**config.mk**
```make
export PLATFORM = sky130hd
export DESIGN_NAME = vga_sync_generator
export DESIGN_NICKNAME = d
export VERILOG_FILES = /design/src/rtl/vga_timing_pkg.sv /design/src/rtl/vga_delay_line.sv /design/src/rtl/vga_sync_generator.sv
export SDC_FILE = /design/constraint.sdc
export NUM_CORES = 1
export LEC_CHECK = 0
export ABC_AREA = 1
export BUFFER_PORTS_ARGS = -buffer_cell sky130_fd_sc_hd__clkbuf_2
export CORE_MARGIN = 1
export CORE_UTILIZATION = 53
export CTS_CLUSTER_DIAMETER = 100
export CTS_CLUSTER_SIZE = 30
export DETAILED_ROUTE_END_ITERATION = 8
export GPL_ROUTABILITY_DRIVEN = 0
export PLACE_DENSITY = 0.86
export SLEW_MARGIN = 20
export SYNTH_ARGS = -nofsm -noshare
export SYNTH_HDL_FRONTEND = slang
export SYNTH_SLANG_ARGS = --single-unit
```
**constraint.sdc**
```tcl
create_clock -name CLOCK -period 2.7 [get_ports CLOCK]
set_clock_uncertainty 0.1 [all_clocks]
set_input_delay 0.135 -clock CLOCK [delete_from_list [all_inputs] [get_ports CLOCK]]
set_output_delay 0.135 -clock CLOCK [all_outputs]
set_load 0.005 [all_outputs]
```
**src/rtl/vga_timing_pkg.sv**
```systemverilog
// 640x480@60 timing constants shared by the sync generator and the image locator.
// Also holds the sync/blank bundle that travels down the alignment delay line.
package vga_timing_pkg;

  localparam int VGA_H_ACTIVE = 640;
  localparam int VGA_H_FP     = 16;
  localparam int VGA_H_SYNC   = 96;
  localparam int VGA_H_BP     = 48;
  localparam int VGA_V_ACTIVE = 480;
  localparam int VGA_V_FP     = 10;
  localparam int VGA_V_SYNC   = 2;
  localparam int VGA_V_BP     = 33;

  localparam int VGA_H_TOTAL = VGA_H_ACTIVE + VGA_H_FP + VGA_H_SYNC + VGA_H_BP;
  localparam int VGA_V_TOTAL = VGA_V_ACTIVE + VGA_V_FP + VGA_V_SYNC + VGA_V_BP;

  // Active level of HS/VS; 0 means the pulses are low-going.
  localparam logic VGA_SYNC_POL = 1'b0;

  typedef struct packed {
    logic hs;
    logic vs;
    logic de;
  } sync_t;

  function automatic logic sync_level(input logic active, input logic pol);
    return active ? pol : !pol;
  endfunction

endpackage

```
**src/rtl/vga_delay_line.sv**
```systemverilog
// Fixed-depth shift register with async reset to a configurable value.
// DEPTH=0 degenerates to a wire so callers need no special case.
module vga_delay_line #(
  parameter int               WIDTH     = 1,
  parameter int               DEPTH     = 1,
  parameter logic [WIDTH-1:0] RESET_VAL = '0
) (
  input  logic             clk,
  input  logic             rst_n,
  input  logic [WIDTH-1:0] din,
  output logic [WIDTH-1:0] dout
);

  if (DEPTH == 0) begin : g_wire
    assign dout = din;
    logic unused_clk_rst;
    assign unused_clk_rst = clk ^ rst_n;
  end else begin : g_shift
    logic [WIDTH-1:0] stage [DEPTH];

    // NOTE: every stage is reset, unlike a RAM, because stale stages would
    // otherwise emit spurious syncs right after reset release.
    always_ff @(posedge clk or negedge rst_n) begin
      if (!rst_n) begin
        for (int i = 0; i < DEPTH; i++) stage[i] <= RESET_VAL;
      end else begin
        stage[0] <= din;
        for (int i = 1; i < DEPTH; i++) stage[i] <= stage[i-1];
      end
    end

    assign dout = stage[DEPTH-1];
  end

endmodule

```
**src/rtl/vga_sync_generator.sv**
```systemverilog
// VGA pixel-timing master: counters, sync decode, latency-matched delay of sync/blank
// and the registered pin stage that masks colour outside the active area.
module vga_sync_generator
  import vga_timing_pkg::*;
#(
  parameter int   H_ACTIVE     = VGA_H_ACTIVE,
  parameter int   H_FP         = VGA_H_FP,
  parameter int   H_SYNC       = VGA_H_SYNC,
  parameter int   H_BP         = VGA_H_BP,
  parameter int   V_ACTIVE     = VGA_V_ACTIVE,
  parameter int   V_FP         = VGA_V_FP,
  parameter int   V_SYNC       = VGA_V_SYNC,
  parameter int   V_BP         = VGA_V_BP,
  parameter int   CNTR_WIDTH_H = 10,
  parameter int   CNTR_WIDTH_V = 10,
  parameter int   R_WIDTH      = 8,
  parameter int   G_WIDTH      = 8,
  parameter int   B_WIDTH      = 8,
  parameter int   PIPE_LAT     = 1,
  parameter logic SYNC_POL     = VGA_SYNC_POL
) (
  input  logic                                 CLOCK,
  input  logic                                 RESET_N,
  input  logic [R_WIDTH+G_WIDTH+B_WIDTH-1:0]   RGB_Bus,
  output logic [CNTR_WIDTH_H-1:0]              CounterX,
  output logic [CNTR_WIDTH_V-1:0]              CounterY,
  output logic                                 inDisplayArea,
  output logic                                 FrameStart,
  output logic [R_WIDTH-1:0]                   VGA_R,
  output logic [G_WIDTH-1:0]                   VGA_G,
  output logic [B_WIDTH-1:0]                   VGA_B,
  output logic                                 VGA_HS,
  output logic                                 VGA_VS,
  output logic                                 VGA_BLANK_N,
  output logic                                 VGA_SYNC_N
);

  localparam int H_TOTAL = H_ACTIVE + H_FP + H_SYNC + H_BP;
  localparam int V_TOTAL = V_ACTIVE + V_FP + V_SYNC + V_BP;

  localparam logic [CNTR_WIDTH_H-1:0] X_LAST     = CNTR_WIDTH_H'(H_TOTAL - 1);
  localparam logic [CNTR_WIDTH_H-1:0] X_ACT_END  = CNTR_WIDTH_H'(H_ACTIVE);
  localparam logic [CNTR_WIDTH_H-1:0] HS_START   = CNTR_WIDTH_H'(H_ACTIVE + H_FP);
  localparam logic [CNTR_WIDTH_H-1:0] HS_END     = CNTR_WIDTH_H'(H_ACTIVE + H_FP + H_SYNC);
  localparam logic [CNTR_WIDTH_V-1:0] Y_LAST     = CNTR_WIDTH_V'(V_TOTAL - 1);
  localparam logic [CNTR_WIDTH_V-1:0] Y_ACT_END  = CNTR_WIDTH_V'(V_ACTIVE);
  localparam logic [CNTR_WIDTH_V-1:0] VS_START   = CNTR_WIDTH_V'(V_ACTIVE + V_FP);
  localparam logic [CNTR_WIDTH_V-1:0] VS_END     = CNTR_WIDTH_V'(V_ACTIVE + V_FP + V_SYNC);

  localparam sync_t SYNC_IDLE = '{hs: !SYNC_POL, vs: !SYNC_POL, de: 1'b0};

  logic  x_wrap;
  logic  y_wrap;
  sync_t sync0;
  sync_t sync_d;

  assign x_wrap = (CounterX == X_LAST);
  assign y_wrap = (CounterY == Y_LAST);

  // NOTE: sequential state uses non-blocking assignments so every register
  // samples the pre-edge values of the others, independent of block order.
  always_ff @(posedge CLOCK or negedge RESET_N) begin
    if (!RESET_N) begin
      CounterX   <= '0;
      CounterY   <= '0;
      FrameStart <= 1'b0;
    end else begin
      CounterX <= x_wrap ? '0 : CounterX + 1'b1;
      if (x_wrap) CounterY <= y_wrap ? '0 : CounterY + 1'b1;
      // Marks the cycle the counters read (0,0) after a real wrap; reset's (0,0) does not count.
      FrameStart <= x_wrap && y_wrap;
    end
  end

  assign inDisplayArea = (CounterX < X_ACT_END) && (CounterY < Y_ACT_END);

  // NOTE: a default assignment opens the block so no path can leave a field
  // unassigned and infer a latch.
  always_comb begin
    sync0    = SYNC_IDLE;
    sync0.hs = sync_level((CounterX >= HS_START) && (CounterX < HS_END), SYNC_POL);
    sync0.vs = sync_level((CounterY >= VS_START) && (CounterY < VS_END), SYNC_POL);
    sync0.de = inDisplayArea;
  end

  vga_delay_line #(
    .WIDTH    ($bits(sync_t)),
    .DEPTH    (PIPE_LAT),
    .RESET_VAL(SYNC_IDLE)
  ) u_sync_delay (
    .clk  (CLOCK),
    .rst_n(RESET_N),
    .din  (sync0),
    .dout (sync_d)
  );

  // Colour is muxed to zero before the register so an undriven bus in blanking never reaches the DAC.
  always_ff @(posedge CLOCK or negedge RESET_N) begin
    if (!RESET_N) begin
      {VGA_R, VGA_G, VGA_B} <= '0;
      VGA_HS                <= !SYNC_POL;
      VGA_VS                <= !SYNC_POL;
      VGA_BLANK_N           <= 1'b0;
    end else begin
      {VGA_R, VGA_G, VGA_B} <= sync_d.de ? RGB_Bus : '0;
      VGA_HS                <= sync_d.hs;
      VGA_VS                <= sync_d.vs;
      VGA_BLANK_N           <= sync_d.de;
    end
  end

  assign VGA_SYNC_N = 1'b0;

endmodule

```
**Yosys cells after proc, flatten, opt, wreduce, memory -nomap -nowiden**

Index checks and enable logic that the tools add are counted.

- Reduce and logical (&&, ||, !) cells: 4
- Order comparisons: 6
- Equal/unequal tests: 2
- Muxes and demuxes: 5
- $add $sub $neg: 2

Operators with widths:

| operator | number |
|---|---|
| 24-bit two-way mux | 1 |
| 10-bit by 1-bit adder with 10-bit output (second input constant) | 2 |
| 10-bit equality test (second input constant) | 2 |
| 10-bit < comparator (second input constant) | 2 |
| 10-bit by 9-bit < comparator with 1-bit output (second input constant) | 2 |
| 10-bit two-way mux | 2 |
| 10-bit >= comparator (second input constant) | 1 |
| 10-bit by 9-bit >= comparator with 1-bit output (second input constant) | 1 |
| 1-bit logical AND | 4 |
| 1-bit two-way mux | 2 |

- Output and inout bits: 50
- Input bits: 26
- Flip-flop bits (word level): 51
- Logic and storage cells: 29

**Depth between registers and ports, before layout**

Gate-level depths: netlist of the first run.

- Word-level depth: 3
- Mapped depth: 8
- Depth with buffers taken out: 8

**Hierarchy**

A second synthesis of the first run with hierarchy kept.

- Cell total of the unflattened synthesis: 240
- Area, all modules: 2,172.1 µm²

By module, submodules not included:

| module | instances | area each (µm²) | cells each |
|---|---|---|---|
| vga_sync_generator | 1 | 2,094.5 | 237 |
| vga_delay_line | 1 | 77.6 | 3 |

**Least setup slack after synthesis of the first run**

Ideal clock, no wire load.

- Kind: register -> register
- Start point: reg CounterX[0]
- End point: reg CounterY[6]
- Arrival: 1.219 ns
- Stages on the path, launching flop included: 9
- Required time: 2.477 ns
- Library setup time: 0.123 ns
- Setup slack: 1.258 ns
- Cells stage by stage: dfrtp_1 -> ha_1 -> nand2_2 -> nor2_4 -> nand3_2 -> nor2_4 -> inv_1 -> nand2_1 -> o21ai_1

- Longest elaborated chain between the ends: 1

RTL lines:

| item | RTL line | RTL |
|---|---|---|
| start: declaration | vga_sync_generator.sv:25 | `output logic [CNTR_WIDTH_H-1:0] CounterX,` |
| start signal: assignment | vga_sync_generator.sv:68 | `CounterX <= x_wrap ? '0 : CounterX + 1'b1;` |
| 10-bit equality test | vga_sync_generator.sv:57 | `assign x_wrap = (CounterX == X_LAST);` |
| end signal: assignment | vga_sync_generator.sv:69 | `if (x_wrap) CounterY <= y_wrap ? '0 : CounterY + 1'b1;` |
| end: declaration | vga_sync_generator.sv:26 | `output logic [CNTR_WIDTH_V-1:0] CounterY,` |

No other way between the ends.
A chain may end at the register's enable or synchronous reset.

**Worst setup path after layout of the first run**

- Start point: reg CounterX[8]
- End point: out inDisplayArea

- Longest elaborated chain between the ends: 2

RTL lines:

| item | RTL line | RTL |
|---|---|---|
| 10-bit < comparator | vga_sync_generator.sv:75 | `assign inDisplayArea = (CounterX < X_ACT_END) && (CounterY < Y_ACT_END);` |
| 1-bit logical AND | vga_sync_generator.sv:75 |  |
| end: declaration | vga_sync_generator.sv:27 | `output logic inDisplayArea,` |

No other way between the ends.

==> flow_summary.json, run 1 <==
{
  "grt_use_total_pct": 26.4,
  "finalSetupViolCount": 0,
  "hp-class": "in2async",
  "syn_nets": 278,
  "cts_sinks": 51,
  "grt_pass1_wl_microns": 8540,
  "r2r-end": "CounterY[6]",
  "timing.rr.start": "CounterX[0]",
  "reg2reg_depth": 8,
  "fin_crit_sh_pct": 72.1,
  "start_kind": "flop",
  "dp.cells": 369,
  "ir_drop_v": 0.000237,
  "htreeDepth": 2,
  "final_cell_mix": "clkbuf_2, nand2_1, inv_1",
  "maxCapViolCount": 0,
  "drc": 0,
  "fill_cells": 264,
  "clkLatencyLatePin_ps": 300,
  "drtIter0Drc": 122,
  "io_buffers": 74,
  "yosysUniqueCellTypes": 28,
  "fin_hold_ws_ps": 203,
  "fp.dieH_microns": 66.4,
  "syn_area_per_cell_sq_um": 8.86,
  "path_clk_slew_ps": 90,
  "antenna_left": 0,
  "layout.nets": 381,
  "cts-root-buf": "clkbuf_8",
  "register_area_sq_mm": 0.00128,
  "p_leak_nw": 1.68,
  "max_stage_delay_ps": 520,
  "r2r_slack_ps": 940,
  "worst_ep_arrival_time_ps": 1710,
  "worstSetupPathType": "reg2out",
  "drt-total-wl_microns": 5400,
  "firstDrtPassIters": 4,
  "dieArea_sq_mm": 0.00441,
  "post_drt_wl_per_cell_microns": 13.4,
  "antennaDiodeCount": 0,
  "final_common_cell": "clkbuf_2",
  "area_growth_pct": 34.3,
  "fmax_mhz": 514,
  "maxSlewHeadroom_pct": 47.9,
  "ys_seq_elements": 51,
  "yosysWarningCount": 0,
  "synth_top_area_share_pct": 53.5,
  "antenna_found_initial": 0,
  "worstPathRequired_ps": 2470,
  "syn_inst": 248,
  "syn_area_sq_mm": 0.00220,
  "avgViaCountPerCell": 4.87,
  "cp_max_fo": 6,
  "start_util_pct": 54.9,
  "period_minus_slack_ps": 1950,
  "end_kind": "output port",
  "ys_seq_area_share_pct": 58.3,
  "core_area_sq_mm": 0.00400,
  "overflow": 0,
  "cts_made_buffers": 5,
  "finalSetupTns_ps": 0,
  "grt_pass1_vias": 1904,
  "drive_above_1_share_pct": 26.4,
  "worstPathCellList": "nand2_1, inv_1, nor4_1, clkbuf_2",
  "ios": 76,
  "clockBufferDepth": 2,
  "synth.largest_area_cell": "dfrtp_1",
  "powerDensity_mw_per_mm2": 447,
  "die_w_microns": 66.4,
  "synthTopCellsByArea": "dfrtp_1, nand2_1, inv_1",
  "rsz0062_at_grt": "false",
  "grt_max_degree": 37,
  "hold_violations": 0,
  "dp_hpwl_microns": 3410,
  "status": "completed",
  "vias": 1958,
  "cts_tree": "yes",
  "rows": 23,
  "layout.cells.non_filler": 402,
  "multi_input_area_sq_um": 691,
  "crit_path_end": "inDisplayArea",
  "finalMaxSlewViolations": 0,
  "crit_start": "CounterX[8]",
  "worst_pin_slew_ps": 782,
  "crit_slowest_cell": "nor4_1",
  "cts.repair.resized": 0
}
how the worst min path moves through the flow:
stage / from / endpoint / cells after the start
4_1_cts: RESET_N / VGA_R[2] / 2
3_3_place_gp: RESET_N / VGA_G[2] / 1
5_1_grt: RESET_N / CounterY[9] / 2
6_report: RESET_N / CounterY[8] / 2
2_1_floorplan: RESET_N / CounterX[0] / 0
3_5_place_dp: RESET_N / VGA_G[2] / 1
Yosys cell counts (all sizes together):
cell type and n:
nand2 67, inv 53, dfrtp 47, nor2 19
nand3 13, o21ai 12, nand4 5, xor2 5
dfstp 4, ha 4, nor3 3, a21oi 2
buf 2, clkbuf 2, nor3b 2, nor4 2
and2 1, conb 1, nand3b 1, o211ai 1
or2 1, xnor2 1
where the power goes:
group	leakage (nW)	internal [mW]	switching, mW	total, mW
Sequential	0.618	0.781	0.00595	0.787
Clock	0.0402	0.181	0.246	0.426
Combinational	1.02	0.0552	0.0486	0.104
cells by family (layout without fill, tap and decap cells):
family | Yosys count | count (layout) | share of synthesized area, %
simple gates | 114 | 114 | 23.1
buf+inv | 57 | 161 | 10.3
flops | 51 | 51 | 58.3
compound gates | 15 | 15 | 3.53
xor+xnor | 6 | 6 | 2.39
fa+ha+maj | 4 | 4 | 2.28
other cells | 1 | 1 | 0.171
area by class of cell:
cell class / instances / area share [%]
Sequential cell: 51 / 43.4
Multi-Input combinational cell: 140 / 23.4
Timing Repair Buffer: 100 / 21.3
Inverter: 53 / 6.74
Clock buffer: 5 / 2.33
Tap cell: 50 / 2.12
Clock inverter: 3 / 0.679
registers in the layout, summed over array words and instances (netlist names):
signal / flops
FrameStart: 1
VGA_BLANK_N: 1
VGA_VS: 1
VGA_G: 8
VGA_B: 8
CounterY: 10
VGA_HS: 1
u_sync_delay.dout: 3
CounterX: 10
VGA_R: 8
metal layers:
| layer | vias up | routed length, microns | GRT usage, % | share of wire (%) |
|---|---|---|---|---|
| met5 | - | 0 | 0 | 0 |
| met4 | 0 | 63 | 8.51 | 1.2 |
| met3 | 8 | 348 | 4.66 | 6.4 |
| met2 | 83 | 2710 | 47.7 | 50 |
| met1 | 918 | 2280 | 31.4 | 42 |
| li1 | 949 | - | - | - |
critical path, delay by kind of cell (launching register included):
family	cells	cell delay, ps
buf+inv	2	290
flops	1	450
simple gates	2	670
repair_timing:
item | CTS | global route
setup buffers | 0 | 0
endpoints found under the hold margin | 39 | 0
hold buffers | 25 | 0
through the flow:
step	total power, mW	utilization (%)	worst slack (ps)	area [sq um]
after floorplan	0.819	-	1260	2200
after global placement	0.869	65.3	1050	2610
after detailed placement	0.872	65.3	957	2610
after CTS	1.33	73.8	750	2950
after global routing	1.37	73.8	602	2950
final	1.32	73.8	754	2950
No activity file was read; power rests on OpenSTA's default activity.
==> inputs of run 2 (changes only) <==
--- a/config.mk
+++ b/config.mk
@@ -5,15 +5,15 @@
 export SDC_FILE = /design/constraint.sdc
 export NUM_CORES = 1
 export LEC_CHECK = 0
-export ABC_AREA = 1
+export ABC_AREA = 0
 export BUFFER_PORTS_ARGS = -buffer_cell sky130_fd_sc_hd__clkbuf_2
 export CORE_MARGIN = 1
-export CORE_UTILIZATION = 53
+export CORE_UTILIZATION = 43
 export CTS_CLUSTER_DIAMETER = 100
 export CTS_CLUSTER_SIZE = 30
 export DETAILED_ROUTE_END_ITERATION = 8
 export GPL_ROUTABILITY_DRIVEN = 0
-export PLACE_DENSITY = 0.86
+export PLACE_DENSITY = 0.76
 export SLEW_MARGIN = 20
 export SYNTH_ARGS = -nofsm -noshare
 export SYNTH_HDL_FRONTEND = slang
==> constraint.sdc (replaced) <==
create_clock -name CLOCK -period 1.64 [get_ports CLOCK]
set_clock_uncertainty 0.1 [all_clocks]
set_input_delay 0.082 -clock CLOCK [delete_from_list [all_inputs] [get_ports CLOCK]]
set_output_delay 0.082 -clock CLOCK [all_outputs]
set_load 0.005 [all_outputs]
==> run 2 against run 1 <==
  * The flow now finishes with violations (design-rule violations, negative setup slack)
  * Critical path depth stayed put
  * Clock power is 140% higher
  * Worst hold slack got worse by 50 ps
  * Core utilization is 3.5 points lower
  * Synthesized cell count shrank 33%
  * Global-route usage decreased by 5.0 points
  * Non-clock buffer count up 28
  * Cell count down 13%
  * Critical path type is now reg2reg
  * Critical endpoint is now CounterY[9]
  * Largest power group unchanged
==> flow_summary.json, run 2 <==
{
  "synth.largest_area_cell": "dfrtp_1",
  "cp_max_fo": 6,
  "fin_crit_sh_pct": 111,
  "ir_drop_v": 0.000502,
  "yosysMostFrequentCell": "dfrtp_1",
  "dp_hpwl_microns": 3030,
  "final_common_cell": "clkbuf_2",
  "ios": 76,
  "synthTopCellsByArea": "dfrtp_1, and2_1, dfstp_2",
  "die_w_microns": 70.8,
  "io_buffers": 74,
  "worst_pin_slew_ps": 531,
  "antenna_left": 0,
  "finalSetupViolCount": 17,
  "antenna_found_initial": 0,
  "finalMaxSlewViolations": 0,
  "fill_cells": 316,
  "yosys-top-cells-count": "dfrtp_1, and2_1, nand3_1",
  "dieArea_sq_mm": 0.00501,
  "cts_tree": "yes",
  "htreeDepth": 2,
  "cts-root-buf": "clkbuf_8",
  "avgViaCountPerCell": 4.80,
  "syn_nets": 195,
  "largest_registers": "CounterX (10), CounterY (10)",
  "post_drt_wl_per_cell_microns": 14.1,
  "vias": 1670,
  "reg2reg_depth": 4,
  "syn_inst": 165,
  "status": "complete, but fails checks",
  "firstDrtPassIters": 7,
  "drive_above_1_share_pct": 44.3,
  "area_growth_pct": 53.5,
  "finalSetupTns_ps": -2040,
  "cts_sinks": 51,
  "path_clk_slew_ps": 90,
  "worstSetupPathType": "reg2reg",
  "powerDensity_mw_per_mm2": 797,
  "multi_input_area_sq_um": 758,
  "drc": 22,
  "async_flop_share_pct": 100,
  "violations": "design-rule violations, negative setup slack",
  "final_cell_mix": "clkbuf_2, dfrtp_1, and2_1, buf_4, dlygate4sd3_1",
  "timing.rr.start": "CounterX[6]",
  "synthFlopType": "dfrtp_1",
  "grt_pass1_wl_microns": 8130,
  "maxSlewHeadroom_pct": 64.6,
  "hp-class": "in2async",
  "yosysUniqueCellTypes": 31,
  "place_ws_ps": -244,
  "synth_top_area_share_pct": 57.8,
  "start_util_pct": 45.7,
  "antennaDiodeCount": 0,
  "core_area_sq_mm": 0.00444,
  "synth_edf_count": 0,
  "overflow": 0,
  "r2r-end": "CounterY[9]",
  "ys_seq_elements": 51,
  "fp.dieH_microns": 70.8,
  "hold_violations": 0,
  "end_kind": "flop",
  "grt_use_total_pct": 21.4,
  "grt_pass1_vias": 1631,
  "rows": 24,
  "worst_ep_arrival_time_ps": 1920,
  "worstPathRequired_ps": 1740,
  "drtIter0Drc": 87,
  "fmax_mhz": 548,
  "start_kind": "flop",
  "p_leak_nw": 1.55,
  "rsz0062_at_grt": "true",
  "clkLatencyLatePin_ps": 300,
  "period_minus_slack_ps": 1830,
  "maxCapViolCount": 0,
  "syn_area_per_cell_sq_um": 12.3,
  "clockBufferDepth": 2,
  "grt_max_degree": 27,
  "register_area_sq_mm": 0.00128,
  "syn_area_sq_mm": 0.00203,
  "yosysWarningCount": 0,
  "layout.nets": 325,
  "drt-total-wl_microns": 4900,
  "cts_made_buffers": 5,
  "ys_seq_area_share_pct": 63.0,
  "fin_ws_ps": -185,
  "r2r_slack_ps": -190
}
[run 2: cell types whose count changed in the layout (fill, tap and decap cells not counted), sizes merged, moves of 3 or more]
cell / delta
buf: +29
nor4: +3
xnor2: +8
and3: +4
nor2: -6
nand2: -64
inv: -47
and2: +26
o21ai: -9
[run 2: how the worst max path moves through the flow]
stage	from	to	slack, ps
final	CounterX[6]	CounterY[9]	-190
after global placement	CounterX[7]	CounterY[9]	-210
after floorplan	CounterX[7]	CounterY[9]	-210
after CTS	CounterX[7]	CounterY[3]	-140
after detailed placement	CounterX[7]	CounterY[6]	-240
after global routing	CounterX[6]	CounterY[1]	-230
[run 2: per-stage QoR]
step | power (mW) | utilization (%) | cell area (sq um) | std cells | hold slack (ps)
floorplan | 1.35 | - | 2040 | 165 | -314
global placement | 1.43 | 59.3 | 2640 | 310 | -81.9
detailed placement | 1.43 | 59.3 | 2640 | 310 | -83.4
CTS | 2.50 | 69.1 | 3070 | 346 | 128
global route | 2.58 | 70.2 | 3120 | 348 | 176
finish | 2.49 | 70.2 | 3120 | 348 | 153
[run 2: repair_timing]
action	CTS	global route
hold buffers	25	0
setup buffers	3	2
setup endpoints to repair	18	18
cloned	0	0
endpoints found under the hold margin	73	0
pin swaps	2	13
resized for setup	5	11
[run 2: where the power goes]
part           switching [mW]  total (mW)  internal (mW)  leakage (nW)
registers             0.00948        1.30           1.29         0.618
clock network           0.416        1.02          0.608        0.0644
logic                  0.0659       0.166          0.100         0.870
[run 2: layer usage]
metal,vias to the layer above,routed length (microns),global-route usage (%)
met3,6,334,5.27
met1,795,2100,27.0
met4,0,65,7.33
li1,809,-,-
met2,60,2400,36.2
met5,-,0,0
[run 2: cell type report]
class	count	area share, %
Timing Repair Buffer	128	27.5
Multi-Input combinational cell	103	24.3
Clock inverter	3	2.16
Inverter	6	0.721
Sequential cell	51	41.0
Clock buffer	5	2.20
Tap cell	52	2.08
[run 2: critical path, stage by stage (launching register included)]
cell and delay [ps]:
dfrtp_1 390, or4b_4 610, or3_4 380, nor2_4 180, nor4_2 70
[run 2: cell families after synthesis]
logic type               count (synthesis)  synth area share (%)
flip-flops                              51                  63.0
buffers and inverters                   11                  2.58
adder cells (fa/ha/maj)                  4                  2.46
AND/OR/NAND/NOR                         78                  23.9
other                                    1                 0.184
AO/OA/AOI/OAI                            7                  2.28
XOR/XNOR                                13                  5.60
